[config.mk]
export PLATFORM = sky130hd
export DESIGN_NAME = usb3_host_in_xact
export DESIGN_NICKNAME = d
export VERILOG_FILES = /design/src/rtl/usb3_host_in_xact.sv
export SDC_FILE = /design/constraint.sdc
export NUM_CORES = 1
export LEC_CHECK = 0
export ABC_AREA = 0
export CAP_MARGIN = 5
export CELL_PAD_IN_SITES_DETAIL_PLACEMENT = 1
export CELL_PAD_IN_SITES_GLOBAL_PLACEMENT = 2
export CORE_MARGIN = 2
export CORE_UTILIZATION = 34
export DETAILED_ROUTE_END_ITERATION = 8
export PLACE_DENSITY_LB_ADDON = 0.1
export SETUP_SLACK_MARGIN = 0.5
export SLEW_MARGIN = 20
export SYNTH_ARGS = -nofsm -noshare
export SYNTH_HDL_FRONTEND = slang
export SYNTH_SLANG_ARGS = --single-unit
[constraint.sdc]
create_clock -name local_clk -period 6.8 [get_ports local_clk]
set_input_delay 1.36 -clock local_clk [delete_from_list [all_inputs] [get_ports local_clk]]
set_output_delay 1.36 -clock local_clk [all_outputs]
set_load 0.02 [all_outputs]
[src/rtl/usb3_host_in_xact.sv]
// USB3 host IN transaction engine: issues ACK TPs requesting data, receives data
// packets, tracks sequence numbers and retries, and reports transfer status.
module usb3_host_in_xact #(
   parameter int unsigned TIMEOUT   = 1000,
   parameter int unsigned MAX_RETRY = 3,
   parameter logic [4:0]  LT_U0     = 5'd16
) (
   input  logic        local_clk,
   input  logic        reset,
   input  logic [4:0]  ltssm_state,
   input  logic        cmd_start,
   input  logic [3:0]  cmd_endp,
   input  logic [4:0]  cmd_nump,
   input  logic [4:0]  cmd_seq,
   output logic        cmd_ready,
   output logic        tx_tp,
   output logic        tx_tp_retry,
   output logic [3:0]  tx_tp_subtype,
   output logic [3:0]  tx_tp_endp,
   output logic [4:0]  tx_tp_nump,
   output logic [4:0]  tx_tp_seq,
   input  logic        tx_tp_ack,
   input  logic        rx_tp,
   input  logic [3:0]  rx_tp_subtype,
   input  logic [3:0]  rx_tp_endp,
   input  logic        rx_dph,
   input  logic [3:0]  rx_dph_endp,
   input  logic [4:0]  rx_dph_seq,
   input  logic [15:0] rx_dph_len,
   input  logic        rx_dpp_start,
   input  logic        rx_dpp_done,
   input  logic        rx_dpp_crcgood,
   output logic        xact_done,
   output logic [15:0] xact_len,
   output logic        xact_err,
   output logic        xact_stall,
   output logic        err_timeout,
   output logic        err_seq
);

   localparam logic [3:0] TP_ACK   = 4'd1;
   localparam logic [3:0] TP_NRDY  = 4'd2;
   localparam logic [3:0] TP_ERDY  = 4'd3;
   localparam logic [3:0] TP_STALL = 4'd5;

   typedef enum logic [3:0] {
      StIdle, StSendReq, StWaitResp, StWaitStart, StWaitDone,
      StSendAck, StWaitErdy, StDone, StError
   } state_e;

   state_e      state_q;
   logic [3:0]  endp_q;
   logic [4:0]  remaining_q;
   logic [4:0]  exp_seq_q;
   logic        retry_q;
   logic [7:0]  retry_cnt_q;
   logic [15:0] len_q;
   logic [31:0] tmo_q;

   logic [16:0] len_sum;
   logic        link_down;
   logic        tmo_hit;
   logic        rx_tp_hit;
   logic        rx_dph_hit;

   assign len_sum    = {1'b0, xact_len} + {1'b0, len_q};
   assign link_down  = (ltssm_state != LT_U0) &&
                       !(state_q inside {StIdle, StDone, StError});
   // WAIT_ERDY is deliberately excluded: the device may hold off indefinitely.
   assign tmo_hit    = (tmo_q == TIMEOUT - 1) &&
                       (state_q inside {StWaitResp, StWaitStart, StWaitDone});
   assign rx_tp_hit  = rx_tp && (rx_tp_endp == endp_q);
   assign rx_dph_hit = rx_dph && (rx_dph_endp == endp_q);

   // Outputs decoded purely from registered state; TP fields read zero when idle.
   assign cmd_ready     = (state_q == StIdle);
   assign tx_tp         = (state_q == StSendReq) || (state_q == StSendAck);
   assign tx_tp_retry   = tx_tp & retry_q;
   assign tx_tp_subtype = tx_tp ? TP_ACK : 4'd0;
   assign tx_tp_endp    = tx_tp ? endp_q : 4'd0;
   assign tx_tp_nump    = tx_tp ? remaining_q : 5'd0;
   assign tx_tp_seq     = tx_tp ? exp_seq_q : 5'd0;
   assign xact_done     = (state_q == StDone);
   assign xact_err      = (state_q == StError);

   // Transaction FSM; every state change also clears the wait-timeout counter.
   always_ff @(posedge local_clk) begin
      if (reset) begin
         state_q     <= StIdle;
         endp_q      <= 4'd0;
         remaining_q <= 5'd0;
         exp_seq_q   <= 5'd0;
         retry_q     <= 1'b0;
         retry_cnt_q <= 8'd0;
         len_q       <= 16'd0;
         tmo_q       <= 32'd0;
         xact_len    <= 16'd0;
         xact_stall  <= 1'b0;
         err_timeout <= 1'b0;
         err_seq     <= 1'b0;
      end else begin
         tmo_q <= tmo_q + 32'd1;
         if (link_down) begin
            state_q <= StError;
            tmo_q   <= 32'd0;
         end else if (tmo_hit) begin
            err_timeout <= 1'b1;
            state_q     <= StError;
            tmo_q       <= 32'd0;
         end else begin
            unique case (state_q)
               StIdle: begin
                  if (cmd_start) begin
                     endp_q      <= cmd_endp;
                     remaining_q <= cmd_nump;
                     exp_seq_q   <= cmd_seq;
                     retry_q     <= 1'b0;
                     retry_cnt_q <= 8'd0;
                     xact_len    <= 16'd0;
                     xact_stall  <= 1'b0;
                     err_timeout <= 1'b0;
                     err_seq     <= 1'b0;
                     state_q     <= StSendReq;
                     tmo_q       <= 32'd0;
                  end
               end
               StSendReq: begin
                  if (tx_tp_ack) begin
                     state_q <= StWaitResp;
                     tmo_q   <= 32'd0;
                  end
               end
               StWaitResp: begin
                  if (rx_dph_hit) begin
                     if (rx_dph_seq == exp_seq_q) begin
                        len_q   <= rx_dph_len;
                        state_q <= StWaitStart;
                     end else begin
                        err_seq <= 1'b1;
                        retry_q <= 1'b1;
                        state_q <= StSendReq;
                     end
                     tmo_q <= 32'd0;
                  end else if (rx_tp_hit && rx_tp_subtype == TP_NRDY) begin
                     state_q <= StWaitErdy;
                     tmo_q   <= 32'd0;
                  end else if (rx_tp_hit && rx_tp_subtype == TP_STALL) begin
                     xact_stall <= 1'b1;
                     state_q    <= StError;
                     tmo_q      <= 32'd0;
                  end
               end
               StWaitErdy: begin
                  if (rx_tp_hit && rx_tp_subtype == TP_ERDY) begin
                     retry_q <= 1'b0;
                     state_q <= StSendReq;
                     tmo_q   <= 32'd0;
                  end
               end
               StWaitStart: begin
                  if (rx_dpp_start) begin
                     state_q <= StWaitDone;
                     tmo_q   <= 32'd0;
                  end
               end
               StWaitDone: begin
                  if (rx_dpp_done) begin
                     if (rx_dpp_crcgood) begin
                        xact_len    <= len_sum[16] ? 16'hFFFF : len_sum[15:0];
                        exp_seq_q   <= exp_seq_q + 5'd1;
                        remaining_q <= remaining_q - 5'd1;
                        retry_q     <= 1'b0;
                        retry_cnt_q <= 8'd0;
                        state_q     <= StSendAck;
                     end else if (32'(retry_cnt_q) == MAX_RETRY) begin
                        // Out of retries: abort without acknowledging this packet.
                        state_q <= StError;
                     end else begin
                        retry_q     <= 1'b1;
                        retry_cnt_q <= retry_cnt_q + 8'd1;
                        state_q     <= StSendAck;
                     end
                     tmo_q <= 32'd0;
                  end
               end
               StSendAck: begin
                  // The ACK itself requests the next (or retried) packet, so a
                  // continuing transfer waits for data rather than re-requesting.
                  if (tx_tp_ack) begin
                     if (retry_q || (remaining_q != 5'd0 && len_q == 16'd1024)) begin
                        state_q <= StWaitResp;
                     end else begin
                        state_q <= StDone;
                     end
                     tmo_q <= 32'd0;
                  end
               end
               StDone, StError: begin
                  state_q <= StIdle;
                  tmo_q   <= 32'd0;
               end
               default: begin
                  state_q <= StIdle;
                  tmo_q   <= 32'd0;
               end
            endcase
         end
      end
   end

endmodule

## Word-level counts from Yosys, hierarchy flattened

Index checks and enable logic that the tools add are counted.

| word-level totals | value |
|---|---|
| bits of input ports | 61 |
| register bits after elaboration | 94 |
| output and inout port bits | 42 |
| word-level logic and storage cells | 154 |

| operators by class | value |
|---|---|
| add/subtract/negate cells | 5 |
| bitwise gates (word level) | 3 |
| reductions and logical operators | 32 |
| mux-type cells | 62 |
| eq/ne operators | 39 |

Operator list:

| cell | count |
|---|---|
| two-way mux 32 bit | 8 |
| case mux 32 bit (6 select lines) | 1 |
| two-way mux 16 bit | 4 |
| two-way mux 4 bit | 14 |
| two-way mux 5 bit | 8 |
| adder 32 x 1 -> 32 bit, second input constant | 1 |
| equality test 32 x 10 -> 1 bit, second input constant | 1 |
| two-way mux 8 bit | 4 |
| case mux 16 bit (2 select lines) | 1 |
| case mux 4 bit (7 select lines) | 1 |
| != test 2 bit, second input constant | 11 |
| AND reduction 7 bit | 3 |
| equality test 4 x 3 -> 1 bit, second input constant | 5 |
| != test 4 bit, second input constant | 5 |
| case mux 5 bit (2 select lines) | 2 |
| AND reduction 6 bit | 3 |
| adder 16 x 16 -> 17 bit | 1 |
| equality test 16 x 11 -> 1 bit, second input constant | 1 |
| equality test 4 x 2 -> 1 bit, second input constant | 4 |
| case mux 8 bit (2 select lines) | 1 |
| two-way mux 1 bit | 13 |
| AND reduction 9 bit | 1 |
| adder 8 x 1 -> 8 bit, second input constant | 1 |
| equality test 4 bit | 2 |
| 30 further kinds | 45 |

## Depth between registers and ports, before layout

| logic depth | value |
|---|---|
| word-level depth | 9 |
| depth in mapped cells | 11 |
| gate-level depth less buffers | 9 |

## Worst setup path before layout

No wires, ideal clock.

| timing | value |
|---|---|
| path type | in2reg |
| start point | input rx_tp_endp[1] |
| end point | register tmo_q[23] |
| stages on the path | 8 |
| setup slack | 3.837 ns |
| path buffers | 1 |
| arrival time | 2.845 ns |
| required time | 6.683 ns |
| path through | xnor2_1 > nand3_1 > nor4b_1 > a41o_1 > o211ai_1 > nand3_1 > buf_2 > nor2_1 |

| between the ends | value |
|---|---|
| cells in the longest elaborated chain, start to end | 7 |
| elaborated cells between the ends (all ways) | 10 |
| those cells by class | 1 x eq/ne; 5 x mux; 4 x reduce/logical |

Ends and longest elaborated chain:

| what | line | RTL |
|---|---|---|
| from (decl) | 25 | `input logic [3:0] rx_tp_endp,` |
| equality test 4 bit * | 72 | `assign rx_tp_hit = rx_tp && (rx_tp_endp == endp_q);` |
| logical AND 1 bit * | 72 |  |
| logical AND 1 bit | 147 | `end else if (rx_tp_hit && rx_tp_subtype == TP_STALL) begin` |
| two-way mux 32 bit | 147 |  |
| two-way mux 32 bit | 144 | `end else if (rx_tp_hit && rx_tp_subtype == TP_NRDY) begin` |
| two-way mux 32 bit | 134 | `if (rx_dph_hit) begin` |
| case mux 32 bit (6 select lines) * | 111 | `unique case (state_q)` |
| to (signal assigned) | 102 | `tmo_q <= tmo_q + 32'd1;` |
| to (decl) | 58 | `logic [31:0] tmo_q;` |

Mark *: on every way between the ends. The rest lies on a longest branch, timed or not.
A chain may end at the register's enable or synchronous reset.

## Final worst setup path

| timing | value |
|---|---|
| start point | register state_q[2] |
| end point | output xact_done |

| between the ends | value |
|---|---|
| cells in the longest elaborated chain, start to end | 1 |

Ends and longest elaborated chain:

| what | line | RTL |
|---|---|---|
| from (decl) | 51 | `state_e state_q;` |
| from (signal assigned) | 89 | `state_q <= StIdle;` |
| from (signal assigned) | 104 | `state_q <= StError;` |
| from (signal assigned) | 108 | `state_q <= StError;` |
| equality test 4 x 3 -> 1 bit | 83 | `assign xact_done = (state_q == StDone);` |
| to (decl) | 33 | `output logic xact_done,` |

Every way passes these cells.

==> impl_metrics.toml <==
[grt]
grt_pass1_vias = 5545
grt_pass1_wl_mm = 27.8
track_usage = 0.195
grt_start_max_net_pins = 63
antenna_found_initial = 0
grt-ovfl-total = 0

[synth]
synth.area.top_cells = "dfxtp_1 (34%), nor2_1 (5.5%), ha_1 (4.7%)"
yosys.area.top_type_share = 0.335
ys_types = 70
ys_warn_count = 0
ys_seq_area_frac = 0.335
synth_edf_count = 0
avgSynthCellArea_um2 = 8.27
synth_top_area_cell = "dfxtp_1"
synth-seq-cells = 94
ys_async_sr_fraction = 0
synth_area_mm2 = 0.00561
synth_flop_cell = "dfxtp_1"
netlist_instances = 679

[setup_path]
slowest_stage = "clkdlybuf4s50_1"
slowest_delay_ps = 640
critPathBufInv = 1
end_kind = "primary output"
path_cells = "nor2b_1 -> and3_1 -> clkdlybuf4s50_1"
crit_family = "simple AND/OR/NAND/NOR gates"
cp_max_fo = 12
path_class = "reg2out"
start_kind = "flop"
worstPathArrival_ps = 2310
crit_required_ps = 5440

[detailed_routing]
firstDrtPassIters = 4
routedWlPerCell_um = 17.0
vias = 5213
wl_mm = 16.7
viasPerCell = 5.32
ant_nets = 0
dr.first_iter.drc_count = 192
drc = 0

[floorplanning]
coreArea_mm2 = 0.0160
ios = 103
start_util = 0.351
die_y_um = 133
die_area_mm2 = 0.0176
fp-row-count = 46
die_w_um = 133

[status]
status = "completed"

[timing]
setup_viol = 0
relSlewSlack = 0.429
min_period_ps = 3670
rsz0062_at_grt = "no"
timing.hold.ws_ps = 443
period_share = 0.539
tightest_slew_ps = 854
clock_skew_ps = 10.4
finalSetupTns_ps = 0
final_hold_viol_count = 0
maxSlewViolCount = 0
fmax_ghz = 0.273

[cells_and_area]
instances_no_fill = 979
design_area_mm2 = 0.00700
area_growth_pct = 24.7
nFillCells = 1933
nets = 841
diodes = 0
layout-drive-gt1-share = 0.0498

[flow_run]
maxCapViolations = 0

[placed_design]
place.gp.congestion = 0.785
place_area_mm2 = 0.00671
numPlacedInstances = 963
port_buffers = 99
hpwl_mm = 12.2

[power]
p_per_area_mw_per_mm2 = 246
p_leak_nw = 2.67
peakVddDrop_uv = 187

[worst_hold_path]
hold_class = "reg2reg"

[clock_network]
clkTransAtPathRegs_ps = 70
htree_num_levels = 3
clkLatencyLatePin_ps = 360
clock_path_buffers = 2
cts_root_buf = "clkbuf_16"
numCtsBuffers = 9
tritoncts = "yes"
clkSinkCount = 94
cts_resized = 0
cts_setup_buffers = 0
ctsHoldBuffers = 0
-- sequential cells by signal (all words and copies together) (netlist names), 4 cells and up --
signal,flops
state_q,4
tmo_q,32
remaining_q,5
len_q,16
exp_seq_q,5
retry_cnt_q,8
endp_q,4
xact_len,16
-- layout make-up --
type / count / area (um^2) / area share
Timing Repair Buffer: 104 / 1020 / 0.146
Clock inverter: 6 / 46.3 / 0.00661
Sequential cell: 94 / 1880 / 0.269
Clock buffer: 10 / 239 / 0.0341
Tap cell: 216 / 270 / 0.0386
Multi-Input combinational cell: 537 / 3490 / 0.499
Inverter: 12 / 45.0 / 0.00643
-- per-stage QoR --
stage / util / total power [mW] / setup slack, ps
after global routing: 0.438 / 1.83 / 2870
after global placement: 0.419 / 1.23 / 2550
after floorplan: - / 1.05 / 3840
after detailed placement: 0.419 / 1.24 / 2320
after CTS: 0.437 / 1.74 / 2690
final: 0.438 / 1.72 / 3130
-- worst reg2reg max path, delay by kind of cell, from the launching register on --
family / cells / cell delay (ps)
and+or+nand+nor: 4 / 1820
DFF: 1 / 620
AOI/OAI and AO/OA: 3 / 690
-- synth_stat cells (3+ instances only) --
cell type   n
nand2_1    61
and3_1     21
nor2_1     82
xor2_1     28
clkbuf_1   19
nor4b_1     5
dfxtp_1    94
buf_2       8
a21o_1      9
mux2i_1    21
o21ai_0    29
and4_1      4
inv_1      12
nor4_1     16
a211oi_1    7
and2_1      8
ha_1       21
a31oi_1     7
nand3b_1    6
nor3_1     24
o211ai_1    8
or3_1       6
nand2b_1    7
buf_4       8
nand4_1     9
nand3_1    28
o21bai_1    3
nor2b_1     4
nor3b_1     6
xnor2_1    30
a21oi_1    38
-- final timing paths --
| kind | start | endpoint | slack (ps) | cells past startpoint |
|---|---|---|---|---|
| worst max-delay path | state_q[2] | xact_done | 3130 | 3 |
| worst min-delay path | tmo_q[0] | tmo_q[0] | 440 | 1 |
| worst max register to register | state_q[2] | exp_seq_q[0] | 3580 | 7 |
| worst min register to register | tmo_q[0] | tmo_q[0] | 440 | 1 |
-- cell families after synthesis --
| kind of cell | count (synthesis) | share of synthesized area |
|---|---|---|
| AO/OA/AOI/OAI | 130 | 0.153 |
| XOR/XNOR | 58 | 0.0905 |
| adder cells (fa/ha/maj) | 22 | 0.0504 |
| buffers and inverters | 50 | 0.0461 |
| flip-flops | 94 | 0.335 |
| multiplexers | 21 | 0.0374 |
| other | 1 | 0.000668 |
| AND/OR/NAND/NOR | 303 | 0.287 |
-- layer usage --
layer / vias up / GRT usage / wire [um]
li1: 2574 / - / -
met1: 2540 / 0.242 / 7670
met2: 82 / 0.336 / 8120
met3: 17 / 0.0467 / 599
met4: 0 / 0.0562 / 280
met5: - / 0 / 0
-- where the power goes --
group          total (mW)  internal [mW]  switching (mW)  leakage [nW]
clock               0.493          0.260           0.233         0.135
sequential          0.643          0.592          0.0507         0.760
combinational       0.583          0.227           0.355          1.77
total                1.72           1.08           0.639          2.67
-- cell usage in the layout, fill, tap and decap left out, types with 9 or more instances in the layout --
cell             synthesis  final
clkdlybuf4s50_1          0     98
dfxtp_1                 94     94
nor2_1                  82     82
nand2_1                 61     61
a21oi_1                 38     38
xnor2_1                 30     30
o21ai_0                 29     29
xor2_1                  28     28
nand3_1                 28     27
nor3_1                  24     24
and3_1                  21     21
mux2i_1                 21     21
ha_1                    21     21
nor4_1                  16     16
inv_1                   12     12
a21o_1                   9      9
nand4_1                  9      9
clkbuf_16                0      9
(Power assumes the default switching activity.)
